**src/rtl/shift_ex_operand_stage_if.sv**
```systemverilog
// ID/EX shift operand stage bus: decode slot, hazard controls,
// forwarding sources and EX-side shifter controls.
interface shift_ex_operand_stage_if #(
  parameter int N     = 32,
  parameter int CNT_W = 16
);
  logic             stall;
  logic             flush;
  logic             id_valid;
  logic             id_is_shift;
  logic             id_use_imm;
  logic [2:0]       id_funct3;
  logic             id_funct7b5;
  logic [4:0]       id_rs1;
  logic [4:0]       id_rs2;
  logic [4:0]       id_rd;
  logic [N-1:0]     id_rs1_data;
  logic [N-1:0]     id_rs2_data;
  logic [N-1:0]     id_imm;
  logic             exmem_regwrite;
  logic             memwb_regwrite;
  logic [4:0]       exmem_rd;
  logic [4:0]       memwb_rd;
  logic [N-1:0]     exmem_result;
  logic [N-1:0]     memwb_result;
  logic             ex_valid;
  logic             ex_illegal;
  logic [4:0]       ex_rd;
  logic [N-1:0]     sh_a;
  logic [4:0]       sh_shamt;
  logic [1:0]       sh_type;
  logic [CNT_W-1:0] shift_cnt;

  modport master (
    output stall, flush, id_valid, id_is_shift,
    output id_use_imm, id_funct3, id_funct7b5,
    output id_rs1, id_rs2, id_rd,
    output id_rs1_data, id_rs2_data, id_imm,
    output exmem_regwrite, memwb_regwrite,
    output exmem_rd, memwb_rd,
    output exmem_result, memwb_result,
    input  ex_valid, ex_illegal, ex_rd,
    input  sh_a, sh_shamt, sh_type, shift_cnt
  );

  modport slave (
    input  stall, flush, id_valid, id_is_shift,
    input  id_use_imm, id_funct3, id_funct7b5,
    input  id_rs1, id_rs2, id_rd,
    input  id_rs1_data, id_rs2_data, id_imm,
    input  exmem_regwrite, memwb_regwrite,
    input  exmem_rd, memwb_rd,
    input  exmem_result, memwb_result,
    output ex_valid, ex_illegal, ex_rd,
    output sh_a, sh_shamt, sh_type, shift_cnt
  );
endinterface

```
**src/rtl/shift_ex_operand_stage.sv**
```systemverilog
// ID/EX register for shift ops with EX-side operand forwarding
// and a saturating issued-shift counter.
module shift_ex_operand_stage #(
  parameter int N     = 32,
  parameter int CNT_W = 16
) (
  input logic clk,
  input logic rst_n,
  shift_ex_operand_stage_if.slave bus
);

  typedef struct packed {
    logic         valid;
    logic         illegal;
    logic [1:0]   typ;
    logic         use_imm;
    logic [4:0]   rs1;
    logic [4:0]   rs2;
    logic [4:0]   rd;
    logic [N-1:0] rs1_data;
    logic [N-1:0] rs2_data;
    logic [4:0]   imm;
  } id_ex_t;

  id_ex_t           id_ex_q, id_ex_d;
  logic [CNT_W-1:0] cnt_q, cnt_d;
  logic [1:0]       typ_dec;
  logic             ill_dec;
  logic [N-1:0]     rs1_fwd, rs2_fwd;
  logic             unused_bits;

  always_comb begin
    typ_dec = 2'b00;
    ill_dec = 1'b1;
    unique case (1'b1)
      (bus.id_funct3 == 3'b001 && !bus.id_funct7b5): begin
        typ_dec = 2'b01;
        ill_dec = 1'b0;
      end
      (bus.id_funct3 == 3'b101 && !bus.id_funct7b5): begin
        typ_dec = 2'b00;
        ill_dec = 1'b0;
      end
      (bus.id_funct3 == 3'b101 && bus.id_funct7b5): begin
        typ_dec = 2'b10;
        ill_dec = 1'b0;
      end
      default: ;
    endcase
  end

  always_comb begin
    id_ex_d.valid    = bus.id_valid & bus.id_is_shift;
    id_ex_d.illegal  = ill_dec;
    id_ex_d.typ      = typ_dec;
    id_ex_d.use_imm  = bus.id_use_imm;
    id_ex_d.rs1      = bus.id_rs1;
    id_ex_d.rs2      = bus.id_rs2;
    id_ex_d.rd       = bus.id_rd;
    id_ex_d.rs1_data = bus.id_rs1_data;
    id_ex_d.rs2_data = bus.id_rs2_data;
    id_ex_d.imm      = bus.id_imm[4:0];
  end

  always_comb begin
    cnt_d = cnt_q;
    if (id_ex_d.valid && cnt_q != {CNT_W{1'b1}})
      cnt_d = cnt_q + 1'b1;
  end

  // flush only kills the slot flags; datapath fields stay put
  always_ff @(posedge clk or negedge rst_n) begin
    if (!rst_n) begin
      id_ex_q <= '0;
      cnt_q   <= '0;
    end else if (bus.flush) begin
      id_ex_q.valid   <= 1'b0;
      id_ex_q.illegal <= 1'b0;
    end else if (!bus.stall) begin
      id_ex_q <= id_ex_d;
      cnt_q   <= cnt_d;
    end
  end

  always_comb begin
    rs1_fwd = id_ex_q.rs1_data;
    if (bus.exmem_regwrite && bus.exmem_rd != 5'd0 &&
        bus.exmem_rd == id_ex_q.rs1)
      rs1_fwd = bus.exmem_result;
    else if (bus.memwb_regwrite && bus.memwb_rd != 5'd0 &&
             bus.memwb_rd == id_ex_q.rs1)
      rs1_fwd = bus.memwb_result;
  end

  always_comb begin
    rs2_fwd = id_ex_q.rs2_data;
    if (bus.exmem_regwrite && bus.exmem_rd != 5'd0 &&
        bus.exmem_rd == id_ex_q.rs2)
      rs2_fwd = bus.exmem_result;
    else if (bus.memwb_regwrite && bus.memwb_rd != 5'd0 &&
             bus.memwb_rd == id_ex_q.rs2)
      rs2_fwd = bus.memwb_result;
  end

  assign unused_bits = ^{rs2_fwd[N-1:5], bus.id_imm[N-1:5]};

  assign bus.ex_valid   = id_ex_q.valid;
  assign bus.ex_illegal = id_ex_q.illegal;
  assign bus.ex_rd      = id_ex_q.rd;
  assign bus.sh_a       = rs1_fwd;
  assign bus.sh_shamt   = id_ex_q.use_imm ? id_ex_q.imm
                                          : rs2_fwd[4:0];
  assign bus.sh_type    = id_ex_q.typ;
  assign bus.shift_cnt  = cnt_q;

endmodule

```
**src/flat_wrapper.sv**
```systemverilog
// flat-port wrapper written by rule: the top's interface ports become plain ports
module shift_ex_operand_stage_flat 
#(
  parameter int N     = 32,
  parameter int CNT_W = 16
)
  (clk, rst_n, bus_stall, bus_flush, bus_id_valid, bus_id_is_shift, bus_id_use_imm, bus_id_funct3, bus_id_funct7b5, bus_id_rs1, bus_id_rs2, bus_id_rd, bus_id_rs1_data, bus_id_rs2_data, bus_id_imm, bus_exmem_regwrite, bus_memwb_regwrite, bus_exmem_rd, bus_memwb_rd, bus_exmem_result, bus_memwb_result, bus_ex_valid, bus_ex_illegal, bus_ex_rd, bus_sh_a, bus_sh_shamt, bus_sh_type, bus_shift_cnt);
  shift_ex_operand_stage_if #(.N(N), .CNT_W(CNT_W)) bus_i ();
  input logic clk;
  input logic rst_n;
  input wire logic [$bits(bus_i.stall)-1:0] bus_stall;
  input wire logic [$bits(bus_i.flush)-1:0] bus_flush;
  input wire logic [$bits(bus_i.id_valid)-1:0] bus_id_valid;
  input wire logic [$bits(bus_i.id_is_shift)-1:0] bus_id_is_shift;
  input wire logic [$bits(bus_i.id_use_imm)-1:0] bus_id_use_imm;
  input wire logic [$bits(bus_i.id_funct3)-1:0] bus_id_funct3;
  input wire logic [$bits(bus_i.id_funct7b5)-1:0] bus_id_funct7b5;
  input wire logic [$bits(bus_i.id_rs1)-1:0] bus_id_rs1;
  input wire logic [$bits(bus_i.id_rs2)-1:0] bus_id_rs2;
  input wire logic [$bits(bus_i.id_rd)-1:0] bus_id_rd;
  input wire logic [$bits(bus_i.id_rs1_data)-1:0] bus_id_rs1_data;
  input wire logic [$bits(bus_i.id_rs2_data)-1:0] bus_id_rs2_data;
  input wire logic [$bits(bus_i.id_imm)-1:0] bus_id_imm;
  input wire logic [$bits(bus_i.exmem_regwrite)-1:0] bus_exmem_regwrite;
  input wire logic [$bits(bus_i.memwb_regwrite)-1:0] bus_memwb_regwrite;
  input wire logic [$bits(bus_i.exmem_rd)-1:0] bus_exmem_rd;
  input wire logic [$bits(bus_i.memwb_rd)-1:0] bus_memwb_rd;
  input wire logic [$bits(bus_i.exmem_result)-1:0] bus_exmem_result;
  input wire logic [$bits(bus_i.memwb_result)-1:0] bus_memwb_result;
  output wire logic [$bits(bus_i.ex_valid)-1:0] bus_ex_valid;
  output wire logic [$bits(bus_i.ex_illegal)-1:0] bus_ex_illegal;
  output wire logic [$bits(bus_i.ex_rd)-1:0] bus_ex_rd;
  output wire logic [$bits(bus_i.sh_a)-1:0] bus_sh_a;
  output wire logic [$bits(bus_i.sh_shamt)-1:0] bus_sh_shamt;
  output wire logic [$bits(bus_i.sh_type)-1:0] bus_sh_type;
  output wire logic [$bits(bus_i.shift_cnt)-1:0] bus_shift_cnt;
  assign bus_i.stall = bus_stall;
  assign bus_i.flush = bus_flush;
  assign bus_i.id_valid = bus_id_valid;
  assign bus_i.id_is_shift = bus_id_is_shift;
  assign bus_i.id_use_imm = bus_id_use_imm;
  assign bus_i.id_funct3 = bus_id_funct3;
  assign bus_i.id_funct7b5 = bus_id_funct7b5;
  assign bus_i.id_rs1 = bus_id_rs1;
  assign bus_i.id_rs2 = bus_id_rs2;
  assign bus_i.id_rd = bus_id_rd;
  assign bus_i.id_rs1_data = bus_id_rs1_data;
  assign bus_i.id_rs2_data = bus_id_rs2_data;
  assign bus_i.id_imm = bus_id_imm;
  assign bus_i.exmem_regwrite = bus_exmem_regwrite;
  assign bus_i.memwb_regwrite = bus_memwb_regwrite;
  assign bus_i.exmem_rd = bus_exmem_rd;
  assign bus_i.memwb_rd = bus_memwb_rd;
  assign bus_i.exmem_result = bus_exmem_result;
  assign bus_i.memwb_result = bus_memwb_result;
  assign bus_ex_valid = bus_i.ex_valid;
  assign bus_ex_illegal = bus_i.ex_illegal;
  assign bus_ex_rd = bus_i.ex_rd;
  assign bus_sh_a = bus_i.sh_a;
  assign bus_sh_shamt = bus_i.sh_shamt;
  assign bus_sh_type = bus_i.sh_type;
  assign bus_shift_cnt = bus_i.shift_cnt;
  shift_ex_operand_stage #(.N(N), .CNT_W(CNT_W)) u_core (.clk(clk), .rst_n(rst_n), .bus(bus_i));
endmodule
```
**config.mk**
```make
export PLATFORM = sky130hd
export DESIGN_NAME = shift_ex_operand_stage_flat
export DESIGN_NICKNAME = d
export VERILOG_FILES = /design/src/rtl/shift_ex_operand_stage_if.sv /design/src/rtl/shift_ex_operand_stage.sv /design/src/flat_wrapper.sv
export SDC_FILE = /design/constraint.sdc
export NUM_CORES = 1
export LEC_CHECK = 0
export ABC_AREA = 1
export BUFFER_PORTS_ARGS = -buffer_cell sky130_fd_sc_hd__buf_2
export CAP_MARGIN = 20
export CORE_MARGIN = 3
export CORE_UTILIZATION = 25
export CTS_CLUSTER_SIZE = 16
export DETAILED_ROUTE_END_ITERATION = 6
export GPL_TIMING_DRIVEN = 0
export HOLD_SLACK_MARGIN = 0.03
export PLACE_DENSITY = 0.6
export RECOVER_POWER = 100
export SLEW_MARGIN = 20
export SYNTH_ARGS = -nofsm -noshare
export SYNTH_HDL_FRONTEND = slang
export SYNTH_SLANG_ARGS = --single-unit
```
**constraint.sdc**
```tcl
create_clock -name clk -period 2.4 [get_ports clk]
set_clock_uncertainty 0.15 [all_clocks]
set_input_delay 0.48 -clock clk [delete_from_list [all_inputs] [get_ports clk]]
set_output_delay 0.48 -clock clk [all_outputs]
set_load 0.05 [all_outputs]
```
* Yosys cells after proc, flatten, opt, wreduce, memory -nomap -nowiden
Index checks and enable logic that the tools add are counted.
** Word-level totals
- Bits in read-only memories :: 0
- Register bits :: 105
- Bits in writable memories :: 0
- Latch bits :: 0
- Memories kept :: 0
- Input bits :: 198
** Cells by class
- $lt $le $gt $ge :: 0
- Muxes and demuxes :: 9
- Reductions and logical operators :: 16
- Multipliers :: 0
- Bitwise logic cells :: 3
- $add $sub $neg :: 1
- Shift operators :: 0
- Div/mod/pow operators :: 0
- Equality and inequality tests :: 8
** Operators by type and width (number)
- 89-bit 2-to-1 mux :: 1
- 32-bit 2-to-1 mux :: 2
- 5-bit == test :: 4
- 16-bit by 1-bit adder with 16-bit output (second input constant) :: 1
- 16-bit != test (second input constant) :: 1
- 5-bit 2-to-1 mux :: 3
- 1-bit logical AND :: 10
- 5-bit nonzero test :: 2
- 2-bit case mux with 2 select lines :: 1
- 3-bit by 1-bit == test with 1-bit output (second input constant) :: 1
- 3-bit == test (second input constant) :: 1
- 3-bit AND reduction :: 1
- 3-bit OR reduction :: 1
- 2-bit 2-to-1 mux :: 1
- 2-bit by 1-bit != test with 1-bit output (second input constant) :: 1
- 1-bit NOT :: 2
- 2-bit AND reduction :: 1
- 1-bit bitwise AND :: 1
- 1-bit zero test :: 1
- 1-bit 2-to-1 mux :: 1

* Depth between registers and ports, before layout
- Word-level depth :: 6
- Depth in mapped cells :: 10
- Depth with buffers taken out :: 10

* Worst setup path before layout
No wires, ideal clock.
- Path kind :: input-to-output
- From :: input port bus_memwb_rd[4]
- To :: output port bus_sh_a[10]
- Arrival time :: 1.669 ns
- Slack :: 0.101 ns
- Stages on the path :: 7
- Data required time :: 1.770 ns
- Buffers on the path :: 1
- Path through :: xor2_1 nor2_1 nand3_2 buf_6 nand2_1 nand3_1 nand2_1
** Between the ends
- Cells in the longest elaborated chain, start to end :: 5
** RTL lines
- start: declaration :: line flat_wrapper.sv:27 : input wire logic [$bits(bus_i.memwb_rd)-1:0] bus_memwb_rd;
- 5-bit nonzero test :: line shift_ex_operand_stage.sv:90 : else if (bus.memwb_regwrite && bus.memwb_rd != 5'd0 &&
- 1-bit logical AND :: line shift_ex_operand_stage.sv:90
- 1-bit logical AND (*) :: line shift_ex_operand_stage.sv:90
- 32-bit 2-to-1 mux (*) :: line shift_ex_operand_stage.sv:90
- 32-bit 2-to-1 mux (*) :: line shift_ex_operand_stage.sv:87 : if (bus.exmem_regwrite && bus.exmem_rd != 5'd0 &&
- end: declaration :: line flat_wrapper.sv:33 : output wire logic [$bits(bus_i.sh_a)-1:0] bus_sh_a;
Mark *: on every way between the ends. The rest lies on a longest branch, timed or not.

* Worst setup path after layout
- From :: input port bus_memwb_rd[3]
- To :: output port bus_sh_a[17]
Same word-level chain as after synthesis.

==> out/results.env <==
DIE_W_UM=144.7
INSERTEDDIODECOUNT=0
SYNTH.AVG_CELL_AREA_UM2=6.846
CORE.ROWCOUNT=50
SYNTH.TOP_CELL.AREA_SHARE_PCT=40.61
GRT_SETUP_UNREPAIRED='yes'
AVGROUTEDWIREPERCELL_UM=14.41
DIE_AREA_UM2=20920
VIA_COUNT_OF_THE_FIRST_GLOBAL_ROUTING_PASS=4833
GRT_USAGE_PCT=15.51
WORST_SLEW_MARGIN_REL_PCT=48.03
CLKSLEWWORSTSETUPHOLDPATHS_PS=60
WORST-PATH-BUF-INV=4
TOTALNEGATIVESETUPSLACK_PS=-5091
FAILED_CHECKS='negative setup slack'
SYNTH_TOP_CELLS_BY_AREA='sky130_fd_sc_hd__dfrtp_1 41%, sky130_fd_sc_hd__nand2_1 21%, sky130_fd_sc_hd__nand3_1 9.0%, sky130_fd_sc_hd__inv_1 7.7%, sky130_fd_sc_hd__o21ai_0 4.3%'
CTS-ROOT-BUF='sky130_fd_sc_hd__clkbuf_16'
DRC_ERRORS=0
CTS_BUFFERS=9
TIMING.CRITICAL_PATH.MAX_DELAY_FAMILY='buffers and inverters'
DPL_WORST_SLACK_PS=-649.7
WORST_PATH_MOST_REPEATED_CELL='sky130_fd_sc_hd__nand2_1'
POWER_PER_CELL_AREA_nW_PER_UM2=722.7
SYNTH_NET_COUNT=901
FMAXACHIEVABLE_MHz=381.1
FIN_CRIT_SH_PCT=109.3
LAYOUT_MIN_CYCLE_TIME_PS=2624
CRIT_FANOUT=7
TIMING.CRITICAL_PATH.TO_TYPE='output port'
TIMING.CRITICAL_PATH.SLOWEST_CELL_DELAY_PS=270
CLOCK_SINKS=78
NUM_VIAS=5115
HOLDCRITPATHCLASS='primary input to register'
POST_SYNTH_NUM_CELL_TYPES=29
CRITICAL_PATH.CELL_CHAIN='buf_2 -> nand3b_1 -> nand2_1 -> inv_1 -> nand3_4 -> buf_4 -> nand2_1 -> nand3_1 -> nand2_1 -> buf_6'
LAYOUT-AREA-OVERHEAD-VS-SYNTH_PCT=49.93
GRT_MAX_DEGREE=53
DESIGN.FINAL.NETS=1134
PLACE_CONGESTION=0.8039
HOLD_END='u_core.bus.ex_rd[2]'
NON_FILLER_INSTANCE_COUNT_AFTER_LAYOUT=1174
POST-ROUTE-CELL-AREA_UM2=7206
CTS_TREE='yes'
SYN_INST=702
CLKLATENCYLATEPIN_PS=340
WHS_PATH_DEPTH=3
DRT_FIRST_PASS_ITERS=5
SYNTH_TOP_CELL_BY_AREA='sky130_fd_sc_hd__dfrtp_1'
OVERFLOW=0
MAX-CAP-VIOLATIONS=0
REG2REG_FROM='u_core.bus.shift_cnt[0]'
FLOORPLAN.INITIALDENSITY_PCT=25.61
VIAS_PER_CELL=4.357
FINALMAXSLEWVIOLATIONS=0
OUTCOME='complete, but fails checks'
SEQUENTIAL_CELL_AREA_UM2=1953
MULTIINPUTGATEAREA_UM2=2522
YS_FF_LATCH=78
P_LEAK_nW=3.895
TOTAL_WIRE_LENGTH_AFTER_DETAILED_ROUTING_UM=16920
SYN_AREA_UM2=4806
PORT-BUFFER-COUNT=205
DRT.ANTENNA.VIOLATING_NETS=0
TIMING_WORST_SLEW_PIN_VALUE_PS=779.6
FILLERINSTANCES=2029
SETUP.REG_TO_REG.WORST_SLACK_PS=560
DPL.CELL_COUNT=1142
CTS-ROOT-TO-SINK-BUFFERS=2
TIMING.CRITICAL_PATH.ARRIVAL_PS=1990
PLACEDINSTANCEAREA_UM2=6155
ANTENNA_FOUND_INITIAL=4
POST_SYNTHESIS_SEQUENTIAL_AREA_RATIO_PCT=40.61
MIN_FROM='bus_id_rd[2]'
SORT_OF_ELEMENT_AT_THE_START_OF_THE_CRITICAL_PATH='primary input'
R2R-END='u_core.bus.shift_cnt[2]'
BOUNDARYPINS=260
VDD.IR_DROP.WORST_mV=0.5766
CRIT_REQUIRED_PS=1770
HTREE_NUM_LEVELS=3
CRIT_PATH_TOP_DELAY_CELL='sky130_fd_sc_hd__inv_1'
FINAL.SETUP.WORST_SLACK_PS=-224.2
COREAREA_UM2=18770
YOSYS_WARNINGS=0
GRT_FIRST_PASS_WIRELENGTH_UM=24980
SETUP_VIOL_COUNT_FINAL=37
DIEHEIGHT_UM=144.7
DRTITER0DRC=166
POST-DP-HPWL_UM=12390
WORST_SETUP_PATH_CATEGORY='primary input to output port'
RR_WORST_DEPTH=8
LAYOUT-DRIVE-GT1-SHARE_PCT=32.13
FINALHOLDVIOLCOUNT=0
worst max-delay path by stage:
| stage | slack, ps | start | depth (start not counted) | to |
|---|---|---|---|---|
| 5_1_grt | -350 | u_core.id_ex_q[79] | 9 | bus_sh_a[17] |
| 3_3_place_gp | -630 | bus_memwb_rd[4] | 9 | bus_sh_a[3] |
| 4_1_cts | -240 | u_core.id_ex_q[79] | 9 | bus_sh_a[3] |
| 2_1_floorplan | 100 | bus_memwb_rd[4] | 7 | bus_sh_a[10] |
| 3_5_place_dp | -650 | bus_memwb_rd[4] | 9 | bus_sh_a[3] |
| 6_report | -220 | bus_memwb_rd[3] | 10 | bus_sh_a[17] |
report_power, final:
group	internal [W]	switching (W)
sequential	0.00150	0.000143
combinational	0.000662	0.00133
clock	0.00101	0.000560
total	0.00318	0.00203
metrics by stage:
stage | hold slack (ps) | power (W) | utilization [%]
after global placement | 304.4 | 0.003362 | 32.63
after CTS | 162.4 | 0.005246 | 37.45
after global routing | 175.1 | 0.005523 | 38.39
after detailed placement | 278.0 | 0.003383 | 32.79
after floorplan | 34.41 | 0.002857 | -
final | 186.5 | 0.005208 | 38.39
cells in the mapped netlist (all sizes together):
| cell type | count |
|---|---|
| a21oi | 3 |
| buf | 24 |
| clkbuf | 13 |
| dfrtp | 78 |
| ha | 1 |
| inv | 99 |
| nand2 | 278 |
| nand3 | 89 |
| nand3b | 2 |
| nand4 | 6 |
| nor2 | 22 |
| nor3 | 7 |
| nor4 | 1 |
| o21ai | 49 |
| o31ai | 1 |
| xnor2 | 8 |
| xor2 | 21 |
sequential cells by signal, summed over array words and instances, names as in the netlist:
signal                 cells
u_core.bus.ex_illegal      1
u_core.bus.sh_type         2
u_core.bus.ex_valid        1
u_core.bus.ex_rd           5
u_core.bus.shift_cnt      16
u_core.id_ex_q            53
metal layers:
metal	vias to the layer above	share of wire [%]	track usage (%)
met4	8	1.7	4.320
met1	2294	43	19.66
met2	159	48	25.80
li1	2627	-	-
met5	-	0.29	0
met3	27	7.0	4.601
cells in the final DEF (no fill, tap or decap), drive strengths merged, types with 3 or more instances in the layout:
cell type  count
nor3           7
inv           99
xnor2          8
dfrtp         78
buf          211
bufinv         3
o21ai         49
nor2          22
nand2        278
nand3         89
a21oi          3
clkbuf        57
xor2          21
nand4          6
worst register-to-register path: stages (launching register included):
cell                      delay (ps)
sky130_fd_sc_hd__dfrtp_1         410
sky130_fd_sc_hd__ha_1            280
sky130_fd_sc_hd__nand2_2         140
sky130_fd_sc_hd__nor3_4          170
sky130_fd_sc_hd__nor2_1           60
sky130_fd_sc_hd__nor2_1          150
sky130_fd_sc_hd__buf_2           270
sky130_fd_sc_hd__nand2_1          90
sky130_fd_sc_hd__o21ai_2          60
kinds of logic (layout without fill, tap and decap cells):
family / count (synthesis) / after routing / share of synthesized area (%)
AO/OA/AOI/OAI: 53 / 53 / 5.806
XOR/XNOR: 29 / 29 / 5.285
adder cells (fa/ha/maj): 1 / 1 / 0.2603
buffers and inverters: 136 / 374 / 12.31
flip-flops: 78 / 78 / 40.61
AND/OR/NAND/NOR: 405 / 405 / 35.72
final cells by class:
type / instances / area share (%)
clock buffer: 10 / 3.178
multi-input combinational: 488 / 35.01
timing repair buffer: 222 / 19.97
inverter: 99 / 5.261
clock inverter: 6 / 1.528
tap: 234 / 4.063
sequential: 78 / 27.11
buffer: 37 / 3.890
repair_timing:
action | 4_1_cts | 5_1_grt
resized for setup | 135 | 44
hold endpoints to repair | 26 | 0
setup buffers | 7 | 1
gates cloned | 4 | 3
endpoints found under the setup margin | 37 | 37
hold buffers | 1 | 0
pin swaps | 12 | 15
No activity file was read; power rests on OpenSTA's default activity.
